File: src/rtl/vec_rf_pkg.sv
// Shared constants and stream FSM encoding for the streaming vector register file.
package vec_rf_pkg;

  localparam int unsigned NUM_READ_PORTS_DEF = 2;
  localparam int unsigned REG_BITS_DEF       = 5;
  localparam int unsigned VLEN_ELEMS_DEF     = 8;
  localparam int unsigned DATA_LENGTH_DEF    = 8;

  typedef enum logic {
    ST_IDLE   = 1'b0,
    ST_ACTIVE = 1'b1
  } stream_state_e;

  // Element index width; never zero so a single-element register still has a select bit.
  function automatic int unsigned elem_idx_width(input int unsigned n);
    return (n <= 1) ? 1 : $clog2(n);
  endfunction

endpackage

File: src/rtl/vec_rf_read_port.sv
// One element-streaming read port: launch, RAW chaining against the active write, and
// a single output register stage with valid/ready handshake.
module vec_rf_read_port
  import vec_rf_pkg::*;
#(
  parameter int unsigned REG_BITS    = REG_BITS_DEF,
  parameter int unsigned VLEN_ELEMS  = VLEN_ELEMS_DEF,
  parameter int unsigned DATA_LENGTH = DATA_LENGTH_DEF,
  parameter int unsigned VL_BITS     = $clog2(VLEN_ELEMS + 1)
) (
  input  logic                                                 clk_i,
  input  logic                                                 rst_i,
  input  logic [2**REG_BITS-1:0][VLEN_ELEMS-1:0][DATA_LENGTH-1:0] i_mem,
  input  logic                                                 i_start,
  input  logic [REG_BITS-1:0]                                  i_reg,
  input  logic [VL_BITS-1:0]                                   i_vl,
  input  logic                                                 i_ready,
  input  logic                                                 i_wr_busy,
  input  logic [REG_BITS-1:0]                                  i_wr_reg,
  input  logic [VL_BITS-1:0]                                   i_wr_cnt,
  output logic                                                 o_valid,
  output logic [DATA_LENGTH-1:0]                               o_data,
  output logic                                                 o_last,
  output logic                                                 o_busy
);

  localparam int unsigned        EIDX_W = elem_idx_width(VLEN_ELEMS);
  localparam logic [VL_BITS-1:0] VL_MAX = VL_BITS'(VLEN_ELEMS);
  localparam logic [VL_BITS-1:0] VL_ONE = VL_BITS'(1);

  stream_state_e          r_state;
  logic [REG_BITS-1:0]    r_reg;
  logic [VL_BITS-1:0]     r_vl;
  logic [VL_BITS-1:0]     r_cnt;
  logic                   r_valid;
  logic                   r_last;
  logic [DATA_LENGTH-1:0] r_data;

  logic                   w_launch;
  logic                   w_hazard;
  logic                   w_consume;
  logic                   w_fetch;
  logic [VL_BITS-1:0]     w_vl_clamped;
  logic [DATA_LENGTH-1:0] w_elem;

  assign w_vl_clamped = (i_vl > VL_MAX) ? VL_MAX : i_vl;
  assign w_launch     = (r_state == ST_IDLE) && i_start && (i_vl != '0);
  // Element k of the register being written is only fetchable once the writer has moved past it.
  assign w_hazard     = i_wr_busy && (i_wr_reg == r_reg) && (r_cnt >= i_wr_cnt);
  assign w_consume    = r_valid && i_ready;
  assign w_fetch      = (r_state == ST_ACTIVE) && (r_cnt < r_vl) &&
                        (!r_valid || i_ready) && !w_hazard;
  assign w_elem       = i_mem[r_reg][r_cnt[EIDX_W-1:0]];

  always_ff @(posedge clk_i or posedge rst_i) begin
    if (rst_i) begin
      r_state <= ST_IDLE;
      r_reg   <= '0;
      r_vl    <= '0;
      r_cnt   <= '0;
      r_valid <= 1'b0;
      r_last  <= 1'b0;
      r_data  <= '0;
    end else begin
      case (r_state)
        ST_IDLE: begin
          if (w_launch) begin
            r_state <= ST_ACTIVE;
            r_reg   <= i_reg;
            r_vl    <= w_vl_clamped;
            r_cnt   <= '0;
          end
        end
        ST_ACTIVE: begin
          if (w_fetch) begin
            r_data  <= w_elem;
            r_valid <= 1'b1;
            r_last  <= (r_cnt == r_vl - VL_ONE);
            r_cnt   <= r_cnt + VL_ONE;
          end else if (w_consume) begin
            r_valid <= 1'b0;
            r_last  <= 1'b0;
          end
          if (w_consume && r_last) begin
            r_state <= ST_IDLE;
            r_cnt   <= '0;
          end
        end
      endcase
    end
  end

  assign o_valid = r_valid;
  assign o_data  = r_data;
  assign o_last  = r_last;
  assign o_busy  = (r_state == ST_ACTIVE);

endmodule

File: src/rtl/vec_regfile_stream.sv
// Flop-based vector register file with one streaming write port and NUM_READ_PORTS
// streaming read ports that chain element-by-element behind an in-flight write.
module vec_regfile_stream
  import vec_rf_pkg::*;
#(
  parameter int unsigned NUM_READ_PORTS = NUM_READ_PORTS_DEF,
  parameter int unsigned REG_BITS       = REG_BITS_DEF,
  parameter int unsigned VLEN_ELEMS     = VLEN_ELEMS_DEF,
  parameter int unsigned DATA_LENGTH    = DATA_LENGTH_DEF,
  parameter int unsigned VL_BITS        = $clog2(VLEN_ELEMS + 1)
) (
  input  logic                                clk_i,
  input  logic                                rst_i,
  input  logic                                wr_start_i,
  input  logic [REG_BITS-1:0]                 wr_reg_i,
  input  logic [VL_BITS-1:0]                  wr_vl_i,
  input  logic                                wr_valid_i,
  input  logic [DATA_LENGTH-1:0]              wr_data_i,
  output logic                                wr_ready_o,
  output logic                                wr_busy_o,
  input  logic [NUM_READ_PORTS-1:0]           rd_start_i,
  input  logic [NUM_READ_PORTS*REG_BITS-1:0]  rd_reg_i,
  input  logic [NUM_READ_PORTS*VL_BITS-1:0]   rd_vl_i,
  output logic [NUM_READ_PORTS-1:0]           rd_valid_o,
  output logic [NUM_READ_PORTS*DATA_LENGTH-1:0] rd_data_o,
  output logic [NUM_READ_PORTS-1:0]           rd_last_o,
  input  logic [NUM_READ_PORTS-1:0]           rd_ready_i,
  output logic [NUM_READ_PORTS-1:0]           rd_busy_o
);

  localparam int unsigned        NUM_REGS = 2**REG_BITS;
  localparam int unsigned        EIDX_W   = elem_idx_width(VLEN_ELEMS);
  localparam logic [VL_BITS-1:0] VL_MAX   = VL_BITS'(VLEN_ELEMS);
  localparam logic [VL_BITS-1:0] VL_ONE   = VL_BITS'(1);

  logic [NUM_REGS-1:0][VLEN_ELEMS-1:0][DATA_LENGTH-1:0] r_mem;

  stream_state_e       r_wr_state;
  logic [REG_BITS-1:0] r_wr_reg;
  logic [VL_BITS-1:0]  r_wr_vl;
  logic [VL_BITS-1:0]  r_wr_cnt;

  logic                w_wr_launch;
  logic                w_wr_accept;
  logic                w_wr_last;
  logic [VL_BITS-1:0]  w_wr_vl_clamped;

  assign w_wr_vl_clamped = (wr_vl_i > VL_MAX) ? VL_MAX : wr_vl_i;
  assign w_wr_launch     = (r_wr_state == ST_IDLE) && wr_start_i && (wr_vl_i != '0);
  assign w_wr_accept     = (r_wr_state == ST_ACTIVE) && wr_valid_i;
  assign w_wr_last       = (r_wr_cnt == r_wr_vl - VL_ONE);

  always_ff @(posedge clk_i or posedge rst_i) begin
    if (rst_i) begin
      r_wr_state <= ST_IDLE;
      r_wr_reg   <= '0;
      r_wr_vl    <= '0;
      r_wr_cnt   <= '0;
    end else begin
      case (r_wr_state)
        ST_IDLE: begin
          if (w_wr_launch) begin
            r_wr_state <= ST_ACTIVE;
            r_wr_reg   <= wr_reg_i;
            r_wr_vl    <= w_wr_vl_clamped;
            r_wr_cnt   <= '0;
          end
        end
        ST_ACTIVE: begin
          if (w_wr_accept) begin
            if (w_wr_last) begin
              r_wr_state <= ST_IDLE;
              r_wr_cnt   <= '0;
            end else begin
              r_wr_cnt   <= r_wr_cnt + VL_ONE;
            end
          end
        end
      endcase
    end
  end

  // Storage is deliberately not reset: an aborted write leaves already-written elements intact.
  always_ff @(posedge clk_i) begin
    if (w_wr_accept) begin
      r_mem[r_wr_reg][r_wr_cnt[EIDX_W-1:0]] <= wr_data_i;
    end
  end

  assign wr_ready_o = (r_wr_state == ST_ACTIVE);
  assign wr_busy_o  = (r_wr_state == ST_ACTIVE);

  for (genvar p = 0; p < NUM_READ_PORTS; p++) begin : g_rd
    vec_rf_read_port #(
      .REG_BITS    (REG_BITS),
      .VLEN_ELEMS  (VLEN_ELEMS),
      .DATA_LENGTH (DATA_LENGTH),
      .VL_BITS     (VL_BITS)
    ) u_rd (
      .clk_i    (clk_i),
      .rst_i    (rst_i),
      .i_mem    (r_mem),
      .i_start  (rd_start_i[p]),
      .i_reg    (rd_reg_i[p*REG_BITS +: REG_BITS]),
      .i_vl     (rd_vl_i[p*VL_BITS +: VL_BITS]),
      .i_ready  (rd_ready_i[p]),
      .i_wr_busy(wr_busy_o),
      .i_wr_reg (r_wr_reg),
      .i_wr_cnt (r_wr_cnt),
      .o_valid  (rd_valid_o[p]),
      .o_data   (rd_data_o[p*DATA_LENGTH +: DATA_LENGTH]),
      .o_last   (rd_last_o[p]),
      .o_busy   (rd_busy_o[p])
    );
  end

endmodule

File: config.mk
export PLATFORM = sky130hd
export DESIGN_NAME = vec_regfile_stream
export DESIGN_NICKNAME = d
export VERILOG_FILES = /design/src/rtl/vec_rf_pkg.sv /design/src/rtl/vec_rf_read_port.sv /design/src/rtl/vec_regfile_stream.sv
export SDC_FILE = /design/constraint.sdc
export NUM_CORES = 2
export LEC_CHECK = 0
export CAP_MARGIN = 10
export CORE_ASPECT_RATIO = 0.6
export CORE_UTILIZATION = 35
export CTS_CLUSTER_SIZE = 16
export DETAILED_ROUTE_END_ITERATION = 8
export HOLD_SLACK_MARGIN = 0.05
export PLACE_DENSITY_LB_ADDON = 0.05
export SKIP_LAST_GASP = 1
export SLEW_MARGIN = 20
export SYNTH_ARGS = -nofsm -noshare
export SYNTH_HDL_FRONTEND = slang
export SYNTH_SLANG_ARGS = --single-unit
File: constraint.sdc
create_clock -name clk_i -period 4.2 [get_ports clk_i]
set_clock_uncertainty 0.1 [all_clocks]
set_input_delay 1.26 -clock clk_i [delete_from_list [all_inputs] [get_ports clk_i]]
set_output_delay 1.26 -clock clk_i [all_outputs]
set_load 0.01 [all_outputs]
==> flow_metrics.env <==
export IMPL_post_route_min_period_ns=4.265
export IMPL_first_iter_violations=10770
export IMPL_hold_removal_path_class="reg -> reg"
export IMPL_number_of_antenna_violations_at_the_first_check_in_global_routing=58
export IMPL_synth_main_ff_cell="sky130_fd_sc_hd__edfxtp_1"
export IMPL_htreeDepth=4
export IMPL_finalHoldViolations=0
export IMPL_nNetsFinal=6188
export IMPL_setup_worst_path_end="g_rd[0].u_rd.o_data[3]"
export IMPL_groute_usage_overall_pct=30.55
export IMPL_cts_root_buf="sky130_fd_sc_hd__clkbuf_16"
export IMPL_fmax_ghz=0.2344
export IMPL_cts_root_to_sink_buffers=4
export IMPL_max_stage_delay_ns=0.96
export IMPL_cts_tree="yes"
export IMPL_timing_slew_headroom_pct=17.84
export IMPL_dpl_instance_area_mm2=0.1110
export IMPL_grt_max_degree=90
export IMPL_pin_count=67
export IMPL_worstPathArrival_ns=4.95
export IMPL_die_y_um=416.1
export IMPL_number_of_synthesized_flops_with_an_enable_pin=2048
export IMPL_global_route_wire_length_before_repair_mm=589.2
export IMPL_power_ir_vdd_worst_uv=376.0
export IMPL_average_cell_area_after_synthesis_um2=18.51
export IMPL_drtAntennaViolNets=0
export IMPL_syn_cell_area_mm2=0.1000
export IMPL_critical_path_most_common_cell="sky130_fd_sc_hd__o32ai_1"
export IMPL_ff2ff_path_depth=7
export IMPL_number_of_max_slew_violations_in_the_final_report=0
export IMPL_final_core_utilization_pct=41.74
export IMPL_route_final_wire_length_mm=446.5
export IMPL_total_leakage_power_nw=38.08
export IMPL_clock_transition_at_the_register_clock_pins_on_the_worst_setup_and_hold_paths_after_cts_ns=0.07
export IMPL_holdPathStages=1
export IMPL_timing_final_crit_share_pct=101.6
export IMPL_gp_routability_congestion=1.032
export IMPL_final_common_cell="sky130_fd_sc_hd__edfxtp_1"
export IMPL_remaining_drc_errors=0
export IMPL_finalInstanceArea_mm2=0.1182
export IMPL_hold_path_startpoint="r_wr_vl[3]"
export IMPL_initial_core_util_pct=35.32
export IMPL_power_mw=87.32
export IMPL_port_buffers=66
export IMPL_number_of_cts_inserted_buffers=219
export IMPL_layout_area_overhead_vs_synth_pct=18.17
export IMPL_path_class="reg -> reg"
export IMPL_wire_per_inst_um=44.35
export IMPL_post_route_worst_setup_slack_ns=-0.06545
export IMPL_row_count=151
export IMPL_post_place_ws_ns=-0.1976
export IMPL_crit_path_cell_trace="or2_2, o221ai_1, a21oi_1, o32ai_1, a211o_1, a211oi_1, o32ai_1"
export IMPL_cp_start_kind="flop"
export IMPL_synth_yosys_warnings=0
export IMPL_failed_checks="setup timing"
export IMPL_mostFrequentLayoutCells="2048 x sky130_fd_sc_hd__edfxtp_1, 1012 x sky130_fd_sc_hd__mux4_2, 721 x sky130_fd_sc_hd__buf_4"
export IMPL_instance_count_of_the_mapped_netlist=5405
export IMPL_crit_start="g_rd[0].u_rd.r_reg[2]"
export IMPL_setup_reg_to_reg_worst_slack_ns=-0.07
export IMPL_firstDrtPassIters=5
export IMPL_synth_cell_types=75
export IMPL_chip_width_um=692.1
export IMPL_worst_endpoint_required_ns=4.89
export IMPL_avgViaCountPerCell=6.420
export IMPL_post_dp_hpwl_mm=322.5
export IMPL_grt_total_ovfl=0
export IMPL_floorplan_core_area_mm2=0.2832
export IMPL_max_slew_worst_pin_slew_ns=1.220
export IMPL_timing_max_cap_violations=0
export IMPL_worst_r2r_endpoint="g_rd[0].u_rd.o_data[3]"
export IMPL_worst_r2r_startpoint="g_rd[0].u_rd.r_reg[2]"
export IMPL_timing_final_setup_violations=2
export IMPL_die_area_mm2=0.2880
export IMPL_crit_path_max_fanout=27
export IMPL_ctsHoldBuffers=0
export IMPL_synth_seq_area_share_pct=63.04
export IMPL_synthArstFlopShare_pct=2.938
export IMPL_largest_register_ff_count=2048
export IMPL_cpMaxStageDelayCell="sky130_fd_sc_hd__dfrtp_4"
export IMPL_clock_sink_count=2110
export IMPL_via_count_of_the_first_global_routing_pass=61100
export IMPL_worst_setup_path_end_kind="flop"
export IMPL_worst_skew_pair_late_latency_ns=0.94
export IMPL_layout_drive_gt1_share_pct=36.36
export IMPL_fin_tns_setup_ns=-0.08355
export IMPL_run_status="finished, violations left"
export IMPL_synth_ff_latch_count=2110
export IMPL_via_count=64630
export IMPL_power_per_cell_area_mw_per_mm2=738.8
export IMPL_rsz_0062_raised_after_global_routing="false"
export IMPL_synth_fp_nets=5470
cells by family (layout without fill, tap and decap cells):
kind of cell               after synthesis  count (layout)  synth area share, %
DFF                                   2110            2110                63.04
muxes                                 1304            1304                25.78
and+or+nand+nor                        943             943                4.242
AOI/OAI and AO/OA                      553             553                3.859
buffers and inverters                  443            1339                2.546
xor gates and xnor gates                30              30               0.2627
adders and majority gates               22              22               0.2752
other                                    0              19                    0
area by class of cell:
class	count	area (um^2)
Antenna cell	19	47.55
Clock buffer	273	5838
Clock inverter	126	1197
Fill cell	25020	165000
Inverter	27	117.6
Multi-Input combinational cell	2852	34590
Sequential cell	2110	63090
Tap cell	3748	4690
Timing Repair Buffer	913	8626
stage by stage:
stage | hold slack (ns) | std cells
final | 0.4287 | 10070
after global routing | 0.4554 | 10050
after CTS | 0.4376 | 10040
after detailed placement | 0.4233 | 9644
after global placement | 0.4209 | 9643
after floorplan | 0.4011 | 5405
routing by layer:
layer	up-vias	wire, um	global-route usage, %
met5	-	169	0
met1	35220	200400	47.57
met2	4432	169600	38.57
met4	26	11950	7.492
met3	576	64370	12.63
li1	24380	-	-
synthesized netlist by cell type (all sizes together), types with 15 or more instances:
cell / number / area share [%]
nand3: 64 / 0.32
edfxtp: 2048 / 61
o21ai: 73 / 0.37
inv: 27 / 0.10
o22ai: 72 / 0.45
o221ai: 31 / 0.27
nand2: 283 / 1.1
nor4: 23 / 0.14
clkbuf: 122 / 0.46
o211ai: 22 / 0.17
a2111oi: 16 / 0.14
xnor2: 15 / 0.13
nand4: 17 / 0.11
nand2b: 30 / 0.19
ha: 22 / 0.28
mux2i: 236 / 2.4
a21oi: 77 / 0.39
a22oi: 77 / 0.58
mux2: 56 / 0.63
a31oi: 34 / 0.21
nand3b: 18 / 0.14
buf: 294 / 2.0
mux4: 1012 / 23
a22o: 15 / 0.13
nor2b: 47 / 0.29
nor2: 352 / 1.3
and3: 16 / 0.10
a221oi: 16 / 0.15
xor2: 15 / 0.13
dfrtp: 62 / 1.6
nor3: 42 / 0.21
a211oi: 30 / 0.23
worst min path at each step:
stage / to / slack (ns)
2_1_floorplan: r_wr_vl[3] / 0.40
3_3_place_gp: r_wr_vl[3] / 0.42
3_5_place_dp: r_wr_vl[3] / 0.42
4_1_cts: r_wr_vl[3] / 0.44
5_1_grt: r_wr_vl[3] / 0.46
6_report: r_wr_vl[3] / 0.43
what timing repair did:
action | 4_1_cts | 5_1_grt
resized for setup | 1 | 1
hold endpoints to repair | 0 | 0
pin swaps | 0 | 0
setup buffers | 0 | 6
setup endpoints to repair | 1 | 3
power by group:
| part | internal [mW] | switching [mW] | total, mW |
|---|---|---|---|
| Clock | 11.2 | 8.81 | 20.0 |
| Combinational | 16.0 | 26.2 | 42.2 |
| Sequential | 23.6 | 1.47 | 25.1 |
| Total | 50.8 | 36.5 | 87.3 |
worst max-delay path: cells and delay by family, from the launching register on:
family | cells | cell delay (ns)
compound gates | 6 | 2.15
simple gates | 1 | 0.73
flops | 1 | 0.96
Note: power is estimated with default switching activity, not from simulation.
